==> src/rtl/mmio_timer_responder.sv <==
// mmio_timer_responder
// Memory-mapped machine timer that sits beside data memory on the LSU
// request bus. It holds a prescaled 64-bit mtime counter, a 64-bit mtimecmp
// compare register, a control register and a sticky interrupt-pending flag.
//
// Register window (offset = addr[7:0], word-aligned accesses only):
//   0x00 MTIME_LO  0x04 MTIME_HI (reads the HI shadow)
//   0x08 CMP_LO    0x0C CMP_HI
//   0x10 CTRL      bit0 en, bit1 ie, bits[8+PRESC_W-1:8] div
//   0x14 STATUS    bit0 irq_pending, write-1-to-clear
//
// Ports:
//   clk        core clock
//   rst        asynchronous active-low reset
//   cs, wr     request select and write strobe from the LSU
//   mask       byte enables for writes
//   addr       byte address
//   data_wr    write data
//   data_rd    combinational read data (0 when the access is not a hit)
//   timer_irq  level interrupt = irq_pending & ie
//   mtime_o    current mtime, for debug / CSR shadowing
module mmio_timer_responder #(
    parameter logic [31:0] BASE_ADDR = 32'h0000_2000,
    parameter int          PRESC_W   = 8
) (
    input  logic        clk,
    input  logic        rst,
    input  logic        cs,
    input  logic        wr,
    input  logic [3:0]  mask,
    input  logic [31:0] addr,
    input  logic [31:0] data_wr,
    output logic [31:0] data_rd,
    output logic        timer_irq,
    output logic [63:0] mtime_o
);

    localparam logic [23:0] BASE_HI  = BASE_ADDR[31:8];
    localparam logic [7:0]  OFF_MLO  = 8'h00;
    localparam logic [7:0]  OFF_MHI  = 8'h04;
    localparam logic [7:0]  OFF_CLO  = 8'h08;
    localparam logic [7:0]  OFF_CHI  = 8'h0C;
    localparam logic [7:0]  OFF_CTRL = 8'h10;
    localparam logic [7:0]  OFF_STAT = 8'h14;

    // Replace only the byte lanes selected by be; other lanes keep old_val.
    function automatic logic [31:0] merge_bytes(
        input logic [31:0] old_val,
        input logic [31:0] new_val,
        input logic [3:0]  be
    );
        logic [31:0] result;
        result = old_val;
        for (int i = 0; i < 4; i++) begin
            if (be[i]) begin
                result[8*i +: 8] = new_val[8*i +: 8];
            end else begin
                result[8*i +: 8] = old_val[8*i +: 8];
            end
        end
        return result;
    endfunction

    // Architectural state
    logic [63:0]        mtime_r;
    logic [63:0]        cmp_r;
    logic               en_r;
    logic               ie_r;
    logic [PRESC_W-1:0] div_r;
    logic [PRESC_W-1:0] pcnt_r;
    logic [31:0]        hi_shadow_r;
    logic               pending_r;

    // Next-state values
    logic [63:0]        mtime_nxt_s;
    logic [63:0]        cmp_nxt_s;
    logic               en_nxt_s;
    logic               ie_nxt_s;
    logic [PRESC_W-1:0] div_nxt_s;
    logic [PRESC_W-1:0] pcnt_nxt_s;
    logic [31:0]        hi_shadow_nxt_s;
    logic               pending_nxt_s;

    // Decode
    logic        hit_s;
    logic        rd_hit_s;
    logic        wr_hit_s;
    logic [7:0]  off_s;
    logic        we_mlo_s;
    logic        we_mhi_s;
    logic        we_clo_s;
    logic        we_chi_s;
    logic        we_ctrl_s;
    logic        we_stat_s;
    logic        rd_mlo_s;
    logic        tick_s;
    logic        cmp_hit_s;
    logic        stat_clr_s;
    logic [31:0] ctrl_rd_s;
    logic [31:0] ctrl_wr_s;
    logic [31:0] rd_mux_s;

    // Address decode and per-register write strobes.
    always_comb begin
        off_s     = addr[7:0];
        hit_s     = cs & (addr[31:8] == BASE_HI) & (addr[1:0] == 2'b00);
        rd_hit_s  = hit_s & ~wr;
        wr_hit_s  = hit_s & wr;
        we_mlo_s  = wr_hit_s & (off_s == OFF_MLO);
        we_mhi_s  = wr_hit_s & (off_s == OFF_MHI);
        we_clo_s  = wr_hit_s & (off_s == OFF_CLO);
        we_chi_s  = wr_hit_s & (off_s == OFF_CHI);
        we_ctrl_s = wr_hit_s & (off_s == OFF_CTRL);
        we_stat_s = wr_hit_s & (off_s == OFF_STAT);
        rd_mlo_s  = rd_hit_s & (off_s == OFF_MLO);
        stat_clr_s = we_stat_s & mask[0] & data_wr[0];
    end

    // CTRL image as software sees it, and the byte-merged value of a CTRL write.
    always_comb begin
        ctrl_rd_s              = 32'd0;
        ctrl_rd_s[0]           = en_r;
        ctrl_rd_s[1]           = ie_r;
        ctrl_rd_s[8 +: PRESC_W] = div_r;
        ctrl_wr_s              = merge_bytes(ctrl_rd_s, data_wr, mask);
    end

    // Prescaler tick and unsigned 64-bit compare on registered values.
    always_comb begin
        tick_s    = en_r & (pcnt_r == div_r);
        cmp_hit_s = (mtime_r >= cmp_r);
    end

    // Combinational read mux; anything that is not a read hit returns 0.
    always_comb begin
        rd_mux_s = 32'd0;
        case (off_s)
            OFF_MLO:  rd_mux_s = mtime_r[31:0];
            OFF_MHI:  rd_mux_s = hi_shadow_r;
            OFF_CLO:  rd_mux_s = cmp_r[31:0];
            OFF_CHI:  rd_mux_s = cmp_r[63:32];
            OFF_CTRL: rd_mux_s = ctrl_rd_s;
            OFF_STAT: rd_mux_s = {31'd0, pending_r};
            default:  rd_mux_s = 32'd0;
        endcase
        if (rd_hit_s) begin
            data_rd = rd_mux_s;
        end else begin
            data_rd = 32'd0;
        end
    end

    // mtime next value: a software write wins over the tick in the same cycle.
    always_comb begin
        mtime_nxt_s = mtime_r;
        if (we_mlo_s) begin
            mtime_nxt_s = {mtime_r[63:32], merge_bytes(mtime_r[31:0], data_wr, mask)};
        end else if (we_mhi_s) begin
            mtime_nxt_s = {merge_bytes(mtime_r[63:32], data_wr, mask), mtime_r[31:0]};
        end else if (tick_s) begin
            mtime_nxt_s = mtime_r + 64'd1;
        end else begin
            mtime_nxt_s = mtime_r;
        end
    end

    // Prescale counter: restarts on any CTRL or mtime write so the new
    // setting always begins with a full divide period.
    always_comb begin
        pcnt_nxt_s = pcnt_r;
        if (we_ctrl_s | we_mlo_s | we_mhi_s) begin
            pcnt_nxt_s = {PRESC_W{1'b0}};
        end else if (tick_s) begin
            pcnt_nxt_s = {PRESC_W{1'b0}};
        end else if (en_r) begin
            pcnt_nxt_s = pcnt_r + {{(PRESC_W-1){1'b0}}, 1'b1};
        end else begin
            pcnt_nxt_s = pcnt_r;
        end
    end

    // Compare register next value (byte-masked per half).
    always_comb begin
        cmp_nxt_s = cmp_r;
        if (we_clo_s) begin
            cmp_nxt_s = {cmp_r[63:32], merge_bytes(cmp_r[31:0], data_wr, mask)};
        end else if (we_chi_s) begin
            cmp_nxt_s = {merge_bytes(cmp_r[63:32], data_wr, mask), cmp_r[31:0]};
        end else begin
            cmp_nxt_s = cmp_r;
        end
    end

    // Control fields next value.
    always_comb begin
        en_nxt_s  = en_r;
        ie_nxt_s  = ie_r;
        div_nxt_s = div_r;
        if (we_ctrl_s) begin
            en_nxt_s  = ctrl_wr_s[0];
            ie_nxt_s  = ctrl_wr_s[1];
            div_nxt_s = ctrl_wr_s[8 +: PRESC_W];
        end else begin
            en_nxt_s  = en_r;
            ie_nxt_s  = ie_r;
            div_nxt_s = div_r;
        end
    end

    // HI shadow captures the pre-tick upper half whenever LO is read, so a
    // following HI read pairs coherently with the LO value across a carry.
    always_comb begin
        hi_shadow_nxt_s = hi_shadow_r;
        if (rd_mlo_s) begin
            hi_shadow_nxt_s = mtime_r[63:32];
        end else begin
            hi_shadow_nxt_s = hi_shadow_r;
        end
    end

    // Pending flag: a live compare hit beats a software clear, so software
    // must move mtimecmp forward before acknowledging.
    always_comb begin
        pending_nxt_s = pending_r;
        if (cmp_hit_s) begin
            pending_nxt_s = 1'b1;
        end else if (stat_clr_s) begin
            pending_nxt_s = 1'b0;
        end else begin
            pending_nxt_s = pending_r;
        end
    end

    // State registers with asynchronous reset.
    always_ff @(posedge clk or negedge rst) begin
        if (!rst) begin
            mtime_r     <= 64'd0;
            cmp_r       <= 64'hFFFF_FFFF_FFFF_FFFF;
            en_r        <= 1'b0;
            ie_r        <= 1'b0;
            div_r       <= {PRESC_W{1'b0}};
            pcnt_r      <= {PRESC_W{1'b0}};
            hi_shadow_r <= 32'd0;
            pending_r   <= 1'b0;
        end else begin
            mtime_r     <= mtime_nxt_s;
            cmp_r       <= cmp_nxt_s;
            en_r        <= en_nxt_s;
            ie_r        <= ie_nxt_s;
            div_r       <= div_nxt_s;
            pcnt_r      <= pcnt_nxt_s;
            hi_shadow_r <= hi_shadow_nxt_s;
            pending_r   <= pending_nxt_s;
        end
    end

    // Outputs: mtime is a register; ie gates the pending flag directly.
    always_comb begin
        mtime_o   = mtime_r;
        timer_irq = pending_r & ie_r;
    end

endmodule

==> config.mk <==
export PLATFORM = sky130hd
export DESIGN_NAME = mmio_timer_responder
export DESIGN_NICKNAME = d
export VERILOG_FILES = /design/src/rtl/mmio_timer_responder.sv
export SDC_FILE = /design/constraint.sdc
export NUM_CORES = 1
export LEC_CHECK = 0
export CORE_UTILIZATION = 56
export DETAILED_ROUTE_END_ITERATION = 8
export PLACE_DENSITY = 0.88
export SYNTH_ARGS = -nofsm -noshare
export SYNTH_HDL_FRONTEND = slang
export SYNTH_SLANG_ARGS = --single-unit
export TNS_END_PERCENT = 20
==> constraint.sdc <==
create_clock -name clk -period 4 [get_ports clk]
set_input_delay 1 -clock clk [delete_from_list [all_inputs] [get_ports clk]]
set_output_delay 1 -clock clk [all_outputs]
set_load 0.02 [all_outputs]
* Word level (Yosys, flattened, before mapping)
Index checks and enable logic that the tools add are counted.
Cells by class: $add $sub $neg 2, bitwise operators 20, $lt $le $gt $ge 1, reductions and logical operators 24, muxes and demuxes 15, equality and inequality tests 16
Operators with widths (number):
- $pmux W32 S6 | 1
- $mux W64 | 2
- $mux W32 | 3
- $add A64 B1 Y64 const B | 1
- $ge A64 B64 Y1 | 1
- $mux W8 | 7
- $reduce_and A3 Y1 | 12
- $eq A24 B6 Y1 const B | 1
- $ne A2 B2 Y1 const B | 9
- $eq A8 B4 Y1 const B | 2
- $eq A8 B5 Y1 const B | 2
- $and A1 B1 Y1 | 15
- $reduce_and A2 Y1 | 6
- $add A8 B1 Y8 const B | 1
- $eq A8 B3 Y1 const B | 1
- $eq A8 B8 Y1 | 1
- $logic_not A8 Y1 | 1
- $reduce_bool A2 Y1 | 3
- $not A1 Y1 | 3
- $reduce_bool A3 Y1 | 1
- $logic_not A2 Y1 | 1
- $mux W1 | 2
- $or A1 B1 Y1 | 2
Storage, ports and cells: word-level logic and storage cells 100, register bits 179, output and inout bits 97, input port bits 72

* Depth between registers and ports, before layout
depth in word-level cells 9, gate-level depth with buffers 10, mapped depth without buffers 9

* Least setup slack after synthesis
OpenSTA, ideal clock, no wires.
path type input to output, start in addr[1], end out data_rd[10], arrival 2.942 ns, required time 3.000 ns, cell stages on the path 6, slack 0.058 ns, buffers on the path 1, path through or4_4 or4b_1 nor2_2 buf_2 a22oi_1 a21oi_1
Between the ends: cells in the longest elaborated chain, start to end 4, elaborated cells on any way between the ends 11, classes of those cells eq/ne (5); mux (2); bitwise (2); reduce/logical (2)
Ends and longest elaborated chain:
- from (decl) | RTL line 31 | input logic [31:0] addr,
- branches (longest 3 deep; another with $pmux W32 S6)
- $mux W32 * | RTL line 146 | if (rd_hit_s) begin
- to (decl) | RTL line 33 | output logic [31:0] data_rd,
Every way passes the cells marked *.

* Worst setup path after layout
start in addr[7], end out data_rd[12]
Between the ends: cells in the longest elaborated chain, start to end 3, elaborated cells on any way between the ends 8, classes of those cells eq/ne (5); mux (2); reduce/logical (1)
Ends and longest elaborated chain:
- $eq A8 B5 Y1, or another cell as far along | RTL line 137 | case (off_s)
- $pmux W32 S6 * | RTL line 137
- $mux W32 * | RTL line 146
Mark *: on every way between the ends. The rest lies on a longest branch, timed or not.

==> metrics.txt <==
CP required 3.00 ns; final number of hold-violating endpoints 0; CTS tree done; final net count 1547; warnings from Yosys 0; syn nets 1351; reg2reg end mtime_o[48]; r2r startpoint mtime_o[1]; asr flop ratio synth 100%; slowest library cell on the worst path or4_4; Yosys reg bits 179; Netlist cell types 69; commonest non-fill, non-tap cells in the layout a21oi_1, clkdlybuf4s50_1, dfrtp_1; Final setup viols 0; die extent in x 147 µm; Avg Inst Size Synth 9.64 µm²; Startpoint Class input port; Initial DRT Pass Iterations 9; cell leakage power 6.37 nW; peak supply drop 0.363 mV; floorplan row count 52; via count 11400; Final ANT Viol Nets 0; detailed placer's ending HPWL 27300 µm; Routed WL per cell 23.0 µm; Congestion Overflow GR 0; Min Clock Period, post-route 3.95 ns; cts bufs inserted 17; P per Cell Area 265 nW/µm²; WL final 38900 µm; R2R Setup Slk 0.72 ns; Slew Limit Fails 0; port bufs 168; Die Y 147 µm; Clock H-tree levels 4; Clock Sinks 179; CP Class in -> out; status completed; Cell Chain, Critical Path clkdlybuf4s15_1 > or4_4 > or4b_4 > nor2_4 > buf_6 > a22oi_1 > a21oi_1 > buf_4; GR Util All Layers 36.8%; Worst Slack Setup Final 0.0476 ns; CTS max path bufs 2; Placed Area 14000 µm²; critical path depth 8; Hold Crit Class reg -> reg; Final GP Congestion 0.963; EDFF count, synth 0; normalized max-slew margin 24.3%; Critical Path Max Stage Delay 0.54 ns; CP endpoint kind output pin; Worst Path Max Fanout 5; # DRC 0; I/O pin total 169; pre-CTS setup slack -0.754 ns; RSZ-0062 raised after global routing true; initial antenna violation count 0; Layout area overhead 25.5%; Tcrit/Tclk final 98.8%; ant diodes 0; crit path DAT 2.95 ns; Crit. Startpoint addr[7]; share of layout cells above drive strength 1 24.9%; prevailing post-synth register cell dfrtp_1; top-area cell type share of the netlist area 24.6%; Tightest Pin Transition 1.13 ns; final instance area 14700 µm²; later-pin clock latency in the skew report 0.44 ns; clock skew 0.00942 ns; cell area after synthesis 11700 µm²; Synth Instances 1213; worst path buffer plus inverter count 3; synth top area cells dfrtp_1, dfstp_2, mux2_2; Die ar. 21500 µm²; Initial Utilization 57.4%; number of fill cells 1420; drt first-iter violations 1644; commonest non-fill, non-tap cell in the layout a21oi_1; Synth area leader dfrtp_1; path depth of the worst reg2reg path 8; sequential-to-total area share from yosys stat 39.0%; CP delay by family, top simple AND/OR/NAND/NOR gates; worst setup path end data_rd[12]; Clock transition at path regs 0.06 ns; vias per cell 6.73; MaxCap Viol Count 0; Core Box Area 20400 µm²; vias in the first global route 11300; CTS root buffer clkbuf_16; largest net degree at the start of global routing 64; maximum clock rate 0.253 GHz; first-pass GRT wire length 61500 µm
[cells by family (layout without fill, tap and decap cells)]
| logic type | count (synthesis) | count (layout) | share of synthesized area, % |
|---|---|---|---|
| mux | 138 | 138 | 15.2 |
| xor+xnor | 14 | 14 | 1.05 |
| flops | 179 | 179 | 39.0 |
| buf+inv | 139 | 348 | 5.02 |
| compound gates | 337 | 337 | 16.9 |
| simple gates | 340 | 340 | 15.8 |
| fa+ha+maj | 66 | 66 | 7.06 |
[final cells by class]
| class | instances | area, µm² | area share (%) |
|---|---|---|---|
| tap | 270 | 338 | 2.30 |
| clock inverter | 11 | 183 | 1.24 |
| sequential | 179 | 4560 | 31.0 |
| inverter | 79 | 297 | 2.02 |
| timing repair buffer | 237 | 2210 | 15.0 |
| multi-input combinational | 895 | 6640 | 45.2 |
| clock buffer | 21 | 460 | 3.14 |
[worst min-delay path by stage]
stage                    startpoint  cells after the start              end
finish              hi_shadow_r[31]                      1  hi_shadow_r[31]
global route        hi_shadow_r[24]                      1  hi_shadow_r[24]
CTS                 hi_shadow_r[17]                      1  hi_shadow_r[17]
detailed placement  hi_shadow_r[17]                      1  hi_shadow_r[17]
global placement    hi_shadow_r[17]                      1  hi_shadow_r[17]
floorplan           hi_shadow_r[31]                      1  hi_shadow_r[31]
[per-stage QoR]
step / util (%) / setup TNS (ns) / hold WS (ns) / total power [mW] / instances
floorplan: - / 0 / 0.452 / 1.89 / 1213
global placement: 68.9 / -13.95 / 0.463 / 2.05 / 1653
detailed placement: 68.9 / -15.16 / 0.475 / 2.05 / 1653
CTS: 72.1 / 0 / 0.489 / 3.88 / 1691
global route: 72.1 / -0.0839 / 0.511 / 3.98 / 1692
finish: 72.1 / 0 / 0.490 / 3.89 / 1692
[cell usage after synthesis, types with 11 or more instances]
| cell type | instances |
|---|---|
| nor2_1 | 54 |
| a21oi_1 | 137 |
| ha_1 | 66 |
| nor3_1 | 15 |
| mux2i_1 | 16 |
| dfstp_2 | 64 |
| mux2_2 | 94 |
| a31oi_1 | 18 |
| nand3_1 | 40 |
| o21ai_1 | 29 |
| nand2_1 | 90 |
| o21ai_0 | 72 |
| buf_2 | 16 |
| buf_4 | 12 |
| nor4_1 | 11 |
| and3_1 | 44 |
| mux4_2 | 22 |
| and4_1 | 11 |
| clkbuf_1 | 27 |
| inv_1 | 79 |
| nand4_1 | 31 |
| dfrtp_1 | 115 |
[registers in the layout, indices dropped and copies added, names as in the netlist]
signal	flops
en_r	1
hi_shadow_r	32
div_r	8
mtime_o	64
pending_r	1
ie_r	1
pcnt_r	8
cmp_r	64
[metal layers]
| metal | routed length, µm | track usage [%] | share of wire [%] |
|---|---|---|---|
| met2 | 18500 | 60.3 | 48 |
| met1 | 14400 | 46.8 | 37 |
| met5 | 0 | 0 | 0 |
| met3 | 4360 | 7.59 | 11 |
| met4 | 1600 | 16.6 | 4.1 |
[power breakdown]
group | switching, mW | internal, mW
registers | 0.00000000112 | 1.81
logic | 0.120 | 0.0969
clock network | 0.721 | 1.14
[repair_timing]
action | in CTS | in global routing
gates resized for setup | 105 | 35
pin swaps | 8 | 6
setup endpoints to repair | 32 | 24
hold buffers | 0 | 0
buffers inserted | 4 | 1
hold endpoints to repair | 0 | 0
gates cloned | 2 | 0
(Power assumes the default switching activity.)
